File: config.mk
export PLATFORM = sky130hd
export DESIGN_NAME = pc_seq_unit
export DESIGN_NICKNAME = d
export VERILOG_FILES = /design/src/rtl/pc_pkg.sv /design/src/rtl/ras_stack.sv /design/src/rtl/pc_seq_unit.sv
export SDC_FILE = /design/constraint.sdc
export NUM_CORES = 1
export LEC_CHECK = 0
export BUFFER_PORTS_ARGS = -buffer_cell sky130_fd_sc_hd__buf_4
export CAP_MARGIN = 20
export CORE_ASPECT_RATIO = 0.7
export CORE_MARGIN = 2
export CORE_UTILIZATION = 60
export CTS_CLUSTER_DIAMETER = 150
export DETAILED_ROUTE_END_ITERATION = 6
export GPL_TIMING_DRIVEN = 0
export PLACE_DENSITY = 0.77
export SYNTH_ARGS = -nofsm -noshare
export SYNTH_HDL_FRONTEND = slang
export SYNTH_SLANG_ARGS = --single-unit
File: constraint.sdc
create_clock -name clk -period 3.9 [get_ports clk]
set_input_delay 0 -clock clk [delete_from_list [all_inputs] [get_ports clk]]
set_output_delay 0 -clock clk [all_outputs]
set_load 0.005 [all_outputs]
File: src/rtl/pc_pkg.sv
// Shared definitions for the program-counter unit.
// Holds the operation encoding, default constants and the strobe priority encoder.
package pc_pkg;

    typedef enum logic [2:0] {
        OP_NONE = 3'd0,
        OP_INC  = 3'd1,
        OP_BR   = 3'd2,
        OP_RET  = 3'd3,
        OP_CALL = 3'd4,
        OP_LOAD = 3'd5
    } pc_op_e;

    localparam logic [31:0] PC_INIT_DEF = 32'h0000_0000;
    localparam int          PC_STEP_DEF = 1;

    // Strobes may overlap; the highest-priority one wins and the rest are dropped.
    function automatic pc_op_e pc_op_sel(
        input logic i_load,
        input logic i_call,
        input logic i_ret,
        input logic i_branch,
        input logic i_inc
    );
        pc_op_e op;
        op = OP_NONE;
        if (i_load)
            op = OP_LOAD;
        else if (i_call)
            op = OP_CALL;
        else if (i_ret)
            op = OP_RET;
        else if (i_branch)
            op = OP_BR;
        else if (i_inc)
            op = OP_INC;
        return op;
    endfunction

endpackage

File: src/rtl/ras_stack.sv
// Circular return-address stack with saturating count.
// A push on a full stack overwrites the oldest entry; a pop on an empty stack is refused.
module ras_stack #(
    parameter int WIDTH = 32,
    parameter int DEPTH = 4
) (
    input  logic             clk,
    input  logic             clr,
    input  logic             push,
    input  logic             pop,
    input  logic [WIDTH-1:0] push_data,
    output logic [WIDTH-1:0] top_data,
    output logic             full,
    output logic             empty,
    output logic             ovf,
    output logic             unf
);

    localparam int PW = $clog2(DEPTH);
    localparam int CW = $clog2(DEPTH + 1);

    logic [WIDTH-1:0] r_mem [DEPTH];
    logic [PW-1:0]    r_tos;
    logic [CW-1:0]    r_count;

    logic [PW-1:0]    w_wr_ptr;
    logic             w_do_push;
    logic             w_do_pop;

    assign w_wr_ptr  = r_tos + PW'(1);
    assign w_do_push = push;
    assign w_do_pop  = pop & ~push & ~empty;

    assign full     = (r_count == CW'(DEPTH));
    assign empty    = (r_count == '0);
    assign ovf      = push & full;
    assign unf      = pop & ~push & empty;
    assign top_data = r_mem[r_tos];

    always_ff @(posedge clk) begin
        if (clr) begin
            r_tos   <= '0;
            r_count <= '0;
        end else if (w_do_push) begin
            r_tos <= w_wr_ptr;
            if (!full)
                r_count <= r_count + CW'(1);
        end else if (w_do_pop) begin
            r_tos   <= r_tos - PW'(1);
            r_count <= r_count - CW'(1);
        end
    end

    // Storage needs no reset; only the pointer and count define validity.
    always_ff @(posedge clk) begin
        if (!clr && w_do_push)
            r_mem[w_wr_ptr] <= push_data;
    end

endmodule

File: src/rtl/pc_seq_unit.sv
// Program counter with load, increment, relative branch and call/return.
// Return addresses live in an internal circular stack with a sticky error flag.
module pc_seq_unit
    import pc_pkg::*;
#(
    parameter int               WIDTH     = 32,
    parameter logic [WIDTH-1:0] INIT      = WIDTH'(PC_INIT_DEF),
    parameter int               STEP      = PC_STEP_DEF,
    parameter int               OFF_W     = 19,
    parameter int               RAS_DEPTH = 4
) (
    input  logic             clk,
    input  logic             clr,
    input  logic             enable,
    input  logic             load,
    input  logic             inc,
    input  logic             branch,
    input  logic             call,
    input  logic             ret,
    input  logic [WIDTH-1:0] D,
    input  logic [OFF_W-1:0] offset,
    output logic [WIDTH-1:0] Q,
    output logic             ras_empty,
    output logic             ras_full,
    output logic             ras_err
);

    localparam logic [WIDTH-1:0] LP_STEP = WIDTH'(STEP);

    logic [WIDTH-1:0] r_pc;
    logic             r_err;

    pc_op_e           w_op;
    logic             w_push;
    logic             w_pop;
    logic [WIDTH-1:0] w_pc_inc;
    logic [WIDTH-1:0] w_off_ext;
    logic [WIDTH-1:0] w_pc_br;
    logic [WIDTH-1:0] w_pc_nxt;
    logic [WIDTH-1:0] w_ras_top;
    logic             w_full;
    logic             w_empty;
    logic             w_ovf;
    logic             w_unf;

    assign w_op = enable ? pc_op_sel(load, call, ret, branch, inc) : OP_NONE;

    // clr must suppress stack traffic even when a call/ret strobe is present.
    assign w_push = ~clr & (w_op == OP_CALL);
    assign w_pop  = ~clr & (w_op == OP_RET);

    assign w_pc_inc  = r_pc + LP_STEP;
    assign w_off_ext = {{(WIDTH - OFF_W){offset[OFF_W-1]}}, offset};
    assign w_pc_br   = r_pc + w_off_ext;

    ras_stack #(
        .WIDTH (WIDTH),
        .DEPTH (RAS_DEPTH)
    ) u_ras (
        .clk       (clk),
        .clr       (clr),
        .push      (w_push),
        .pop       (w_pop),
        .push_data (w_pc_inc),
        .top_data  (w_ras_top),
        .full      (w_full),
        .empty     (w_empty),
        .ovf       (w_ovf),
        .unf       (w_unf)
    );

    always_comb begin
        w_pc_nxt = r_pc;
        unique case (w_op)
            OP_LOAD: w_pc_nxt = D;
            OP_CALL: w_pc_nxt = D;
            OP_RET:  w_pc_nxt = w_empty ? w_pc_inc : w_ras_top;
            OP_BR:   w_pc_nxt = w_pc_br;
            OP_INC:  w_pc_nxt = w_pc_inc;
            OP_NONE: w_pc_nxt = r_pc;
            default: w_pc_nxt = r_pc;
        endcase
    end

    always_ff @(posedge clk) begin
        if (clr) begin
            r_pc  <= INIT;
            r_err <= 1'b0;
        end else begin
            r_pc <= w_pc_nxt;
            if (w_ovf || w_unf)
                r_err <= 1'b1;
        end
    end

    assign Q         = r_pc;
    assign ras_empty = w_empty;
    assign ras_full  = w_full;
    assign ras_err   = r_err;

endmodule
# After elaboration in Yosys (flattened, before gate mapping)
# Memory sizes are Yosys's and may differ from the RTL's. A register that Yosys moved wholly into a read port is not among the register bits.
# Index checks and enable logic that the tools add are counted.
# W data, S select, Z words.
[totals]
regBits = 38
latch_bits = 0
mem_bits_rw = 128
romBits = 0
input_bits = 59
elab_cells = 52
n_memories = 1
[op_classes]
add_sub_neg = 6
n_mul = 0
div = 0
n_lt_le_gt_ge = 0
n_eq_ne = 7
n_shift = 0
mux = 17
n_bitwise = 9
reduce_logical = 8
[mem_list]
columns = ["memory", "depth", "width", "rd", "rd_clocked_by_memory_dff", "write_ports", "line", "source"]
rows = [
  ["u_ras.r_mem", 4, 32, 1, 1, 1, "ras_stack.sv:22", "logic [WIDTH-1:0] r_mem [DEPTH];"],
]
[ops]
columns = ["op", "count"]
rows = [
  ["$pmux W32 S4", 1],
  ["$add A32 B1 Y32 const B", 1],
  ["$add A32 B32 Y32", 1],
  ["$mux W32", 1],
  ["$mux W3", 6],
  ["$mux W2", 6],
  ["$eq A3 B3 Y1 const B", 3],
  ["$and A1 B1 Y1", 6],
  ["$eq A3 B2 Y1 const B", 2],
  ["$reduce_bool A4 Y1", 1],
  ["$add A3 B1 Y3 const B", 1],
  ["$eq A3 B1 Y1 const B", 1],
  ["$logic_not A3 Y1", 1],
  ["$mux W1", 3],
  ["$not A1 Y1", 3],
  ["$sub A3 B1 Y3 const B", 1],
  ["$add A2 B1 Y2 const B", 1],
  ["$ne A2 B2 Y1 const B", 1],
  ["$reduce_and A2 Y1", 1],
  ["$reduce_bool A2 Y1", 1],
  ["$reduce_or A2 Y1", 1],
  ["$sub A2 B1 Y2 const B", 1],
  ["$logic_and A1 B1 Y1", 1],
  ["$logic_not A1 Y1", 1],
  ["$logic_or A1 B1 Y1", 1],
]

# Longest topological paths before layout
[logic_depth]
depth_word = 15
mapped_depth = 12
ltp_nobuf = 12

# Hierarchy
# Synthesis repeated with hierarchy kept, for this count alone.
[hier_totals]
cells_unflattened = 804
area_unflattened_um2 = 9347.7
[by_module_without_submodules]
columns = ["module", "n_inst", "cells_per_inst", "area_each_um2", "seq_area_each_um2"]
rows = [
  ["ras_stack", 1, 221, 5103.6, 3983.8],
  ["pc_seq_unit", 1, 583, 4244.1, 660.6],
]

# Worst setup path before layout
# OpenSTA, ideal clock, no wires.
[synth_timing]
path_type = "register to register"
startpoint = "register r_pc[0] (netlist: Q[0])"
endpoint = "register r_pc[30] (netlist: Q[30])"
setup_ns = 0.084
arrival_time_ns = 2.658
setup_slack_ns = 1.157
stages_incl_launch_ff = 13
path_cell_list = "dfxtp_1 ha_1 inv_1 fa_1 nand2b_1 a21oi_1 nor2_2 o311ai_4 o31ai_4 o31ai_2 xor2_1 a21oi_1 o31ai_2"
[synth_via]
elab_chain_len = 3
[synth_lines]
columns = ["element", "line", "source"]
rows = [
  ["start, declared", "pc_seq_unit.sv:30", "logic [WIDTH-1:0] r_pc;"],
  ["start signal, assigned", "pc_seq_unit.sv:90", "r_pc <= w_pc_nxt;"],
  ["$add A32 B1 Y32", "pc_seq_unit.sv:52", "assign w_pc_inc = r_pc + LP_STEP;"],
  ["$mux W32", "pc_seq_unit.sv:77", "OP_RET: w_pc_nxt = w_empty ? w_pc_inc : w_ras_top;"],
  ["$pmux W32 S4 *", "pc_seq_unit.sv:74", "unique case (w_op)"],
]
# Mark *: on every way between the ends. The rest lies on a longest branch, timed or not.
# A chain may end at the register's enable or synchronous reset.

# Worst setup path after layout
[layout_timing]
startpoint = "register r_pc[0] (netlist: Q[0])"
endpoint = "register r_pc[26] (netlist: Q[26])"
# The elaborated chain is that of the path after synthesis.

==> impl_metrics.csv <==
group,metric,value,unit
outcome,status,"complete, but fails checks",
outcome,violations,"DRC",
yosys,ys_top_cells_by_area,"edfxtp_1, dfxtp_1, mux4_2",
timing,timing.fmax,286.6,MHz
floorplan,io_pins,94,
timing,clock_skew,0.01421,ns
timing,max_slew_margin,36.00,%
clock_network,clk_pin_slew,0.07,ns
finish,final_cells,1092,
route,drt-initial-drc-count,905,
yosys,synth_seq_cells,168,
finish,area.sequential,4644,µm²
placement,hpwl,18820,µm
route,ant_nets,0,
timing,worst_pin_slew,0.9601,ns
route,via_per_inst,6.746,
floorplan,die_x,151.8,µm
timing,finalSetupTns,0,ns
setup_path,path_class,"flip-flop to flip-flop",
floorplan,fp-row-count,37,
global_route,grt_usage,33.90,%
pwr,power.share.sequential,45.1,%
yosys,synth_cell_types,75,
route,routed_wl,27230,µm
global_route,grt_pass1_wl,40880,µm
global_route,antenna_found_initial,1,
floorplan,dieArea,16320,µm²
pwr,p_leak,4.124,nW
pwr,p_per_area,412.5,nW/µm²
floorplan,start_util,61.96,%
clock_network,h-tree-depth,4,
pwr,switching_share,28.36,%
pwr,switchingPower,1.280,mW
placement,portBuffers,93,
route,vias,7367,
yosys,async_flop_share,0,%
timing,rsz0062_at_grt,"no",
clock_network,cts_buffers,17,
yosys,syn_avg_cell_area,12.16,µm²
finish,antenna_cells,0,
setup_path,critPathBufInv,1,
yosys,synth_cells,755,
clock_network,clockBufferDepth,2,
yosys,ys.flop_type,"edfxtp_1",
global_route,grt_max_degree,33,
timing,fin_crit_sh,89.45,%
global_route,grt_pass1_vias,7218,
yosys,syn-cell-area,9179,µm²
finish,fillCellCount,992,
timing,fin_ws,0.4114,ns
floorplan,coreArea,14810,µm²
setup_path,r2r_slack,0.41,ns
setup_path,worstPathRequired,4.26,ns
placement,dp_slack,0.5199,ns
placement,dp_cells,1045,
route,drt-wirelength-per-cell,24.94,µm
clock_network,numClockSinks,168,
hold_path,min_path_type,"primary input to flip-flop",
setup_path,crit_chain,"ha_1, inv_1, fa_1, nand2b_1, a21oi_1, nor2_2, o311ai_4, o31ai_4, o21bai_2, xor2_1, a21oi_1, o31ai_1",
yosys,ys_warn_count,0,
finish,multiInputGateArea,4165,µm²
timing,setup_violations,0,
timing,min_period,3.489,ns
route,drc,1,
yosys,synth_area_leader_cell,"edfxtp_1",
pwr,combPwrFrac,16.2,%
yosys,syn-num-nets,852,
setup_path,cpPeakStageDelay,0.63,ns
placement,place.gp.congestion,0.9496,
route,drtPass1Iterations,7,
pwr,power_frac_clock,38.7,%
timing,slew_viol_final,0,
setup_path,cp-end-kind,"flip-flop",
setup_path,cp.arrival,3.84,ns
pwr,ir_drop,0.0003406,V
clock_network,root_buffer,"clkbuf_16",
finish,fin_nets,981,
run,maxCapViolCount,0,
pwr,cell_internal_pwr,3.233,mW
setup_path,slowest_stage,"dfxtp_1",
finish,drive_gt1_share,22.07,%
timing,hold_viol,0,
yosys,yosys.area.top_type_share,41.88,%
yosys,ys_seq_area_share,50.60,%
clock_network,cts_tree,"done",
yosys,synth_edf_count,128,
clock_network,cts_resized,0,
global_route,overflow,0,
setup_path,cp_max_fo,11,
setup_path,worstSetupStartpointType,"flip-flop",
clock_network,clk_latency,0.45,ns
floorplan,die_y,107.5,µm
setup_path,cp_common_cell,"a21oi_1",
setup_path,path_delay_family,"compound AO/OA/AOI/OAI gates",
finish,synthToLayoutAreaGrowth,19.18,%
[worst register-to-register path, cell delays in order (launching register included)]
cell and delay [ns]:
dfxtp_1 0.63, ha_1 0.28, inv_1 0.06, fa_1 0.40
nand2b_1 0.19, a21oi_1 0.24, nor2_2 0.12, o311ai_4 0.40
o31ai_4 0.14, o21bai_2 0.23, xor2_1 0.32, a21oi_1 0.13
o31ai_1 0.24
[stage by stage]
stage / total power [mW] / cell area [µm²] / hold slack, ns / utilization [%]
finish: 4.512 / 10940 / 0.004561 / 73.84
global route: 4.646 / 10940 / 0.04555 / 73.84
CTS: 4.494 / 10920 / 0.0002304 / 73.74
detailed placement: 2.764 / 10170 / 0.2818 / 68.62
global placement: 2.740 / 10120 / 0.2812 / 68.32
floorplan: 2.509 / 9179 / 0.1819 / -
[layout by cell type (no fill, tap or decap), types with 26 or more instances in the layout]
master    netlist  final
mux4_2         31     31
buf_4           1     94
o21ai_0        26     26
xnor2_1        41     41
nand2_1        54     54
a21oi_1        47     47
nor2_1         49     49
ha_1           36     36
edfxtp_1      128    128
dfxtp_1        40     40
[area by class of cell]
| cell class | instances | area share (%) |
|---|---|---|
| clock inverter | 15 | 1.761 |
| timing repair buffer | 110 | 8.167 |
| sequential | 168 | 42.46 |
| buffer | 37 | 2.768 |
| inverter | 19 | 0.6520 |
| clock buffer | 17 | 3.889 |
| multi-input combinational | 531 | 38.08 |
| tap | 195 | 2.230 |
[power by group through the flow]
stage / registers, mW / logic [mW] / clock network, mW
after floorplan: 2.05 / 0.455 / 0
after global placement: 2.07 / 0.671 / 0
after detailed placement: 2.07 / 0.693 / 0
after CTS: 2.03 / 0.710 / 1.75
after global routing: 2.04 / 0.784 / 1.82
final: 2.03 / 0.733 / 1.75
[repair_timing]
item	CTS	global route
hold buffers	14	0
buffers inserted	0	0
hold endpoints to repair	14	0
[path summary, 6_finish.rpt]
check / startpoint / to / cells after the start
worst max register to register: Q[0]$_SDFFE_PP0P_ / Q[26]$_SDFFE_PP0P_ / 12
worst max-delay path: Q[0]$_SDFFE_PP0P_ / Q[26]$_SDFFE_PP0P_ / 12
worst min register to register: ras_err$_SDFFE_PP0P_ / ras_err$_SDFFE_PP0P_ / 2
worst min-delay path: D[9] / Q[9]$_SDFFE_PP0P_ / 4
[registers in the layout, indices dropped and copies added (netlist names), named ones only]
signal	count
u_ras.r_mem	128
Q	32
u_ras.r_count	3
u_ras.r_tos	2
ras_err	1
[cell usage after synthesis, types with 7 or more instances]
cell type / count
nand3b_1: 7
ha_1: 36
o211ai_1: 9
a221oi_1: 25
and3_1: 11
and2_1: 9
clkbuf_1: 14
xnor2_1: 41
nand2_1: 54
xor2_1: 17
a21oi_1: 47
o21ai_0: 26
a21o_1: 11
a221o_1: 16
clkbuf_8: 8
edfxtp_1: 128
nand4_1: 8
nor2_1: 49
nor3_1: 20
dfxtp_1: 40
mux4_2: 31
inv_1: 18
nand3_1: 23
o21ai_1: 9
[metal layers]
metal  wire (µm)  GRT usage [%]  part of all wire [%]
met1       11230          47.50                    41
met2       11910          49.58                    44
met3        3445          11.11                    13
met4         651          12.95                   2.4
met5           0              0                     0
[cell families (layout without fill, tap and decap cells)]
| kind of cell | after synthesis | after routing | synth area share [%] |
|---|---|---|---|
| and+or+nand+nor | 211 | 211 | 11.40 |
| buffers and inverters | 56 | 198 | 4.076 |
| AOI/OAI and AO/OA | 188 | 188 | 14.71 |
| xor gates and xnor gates | 58 | 58 | 5.534 |
| muxes | 36 | 36 | 8.342 |
| DFF | 168 | 168 | 50.60 |
| adders and majority gates | 38 | 38 | 5.344 |
Power figures use the tool's default switching activity.
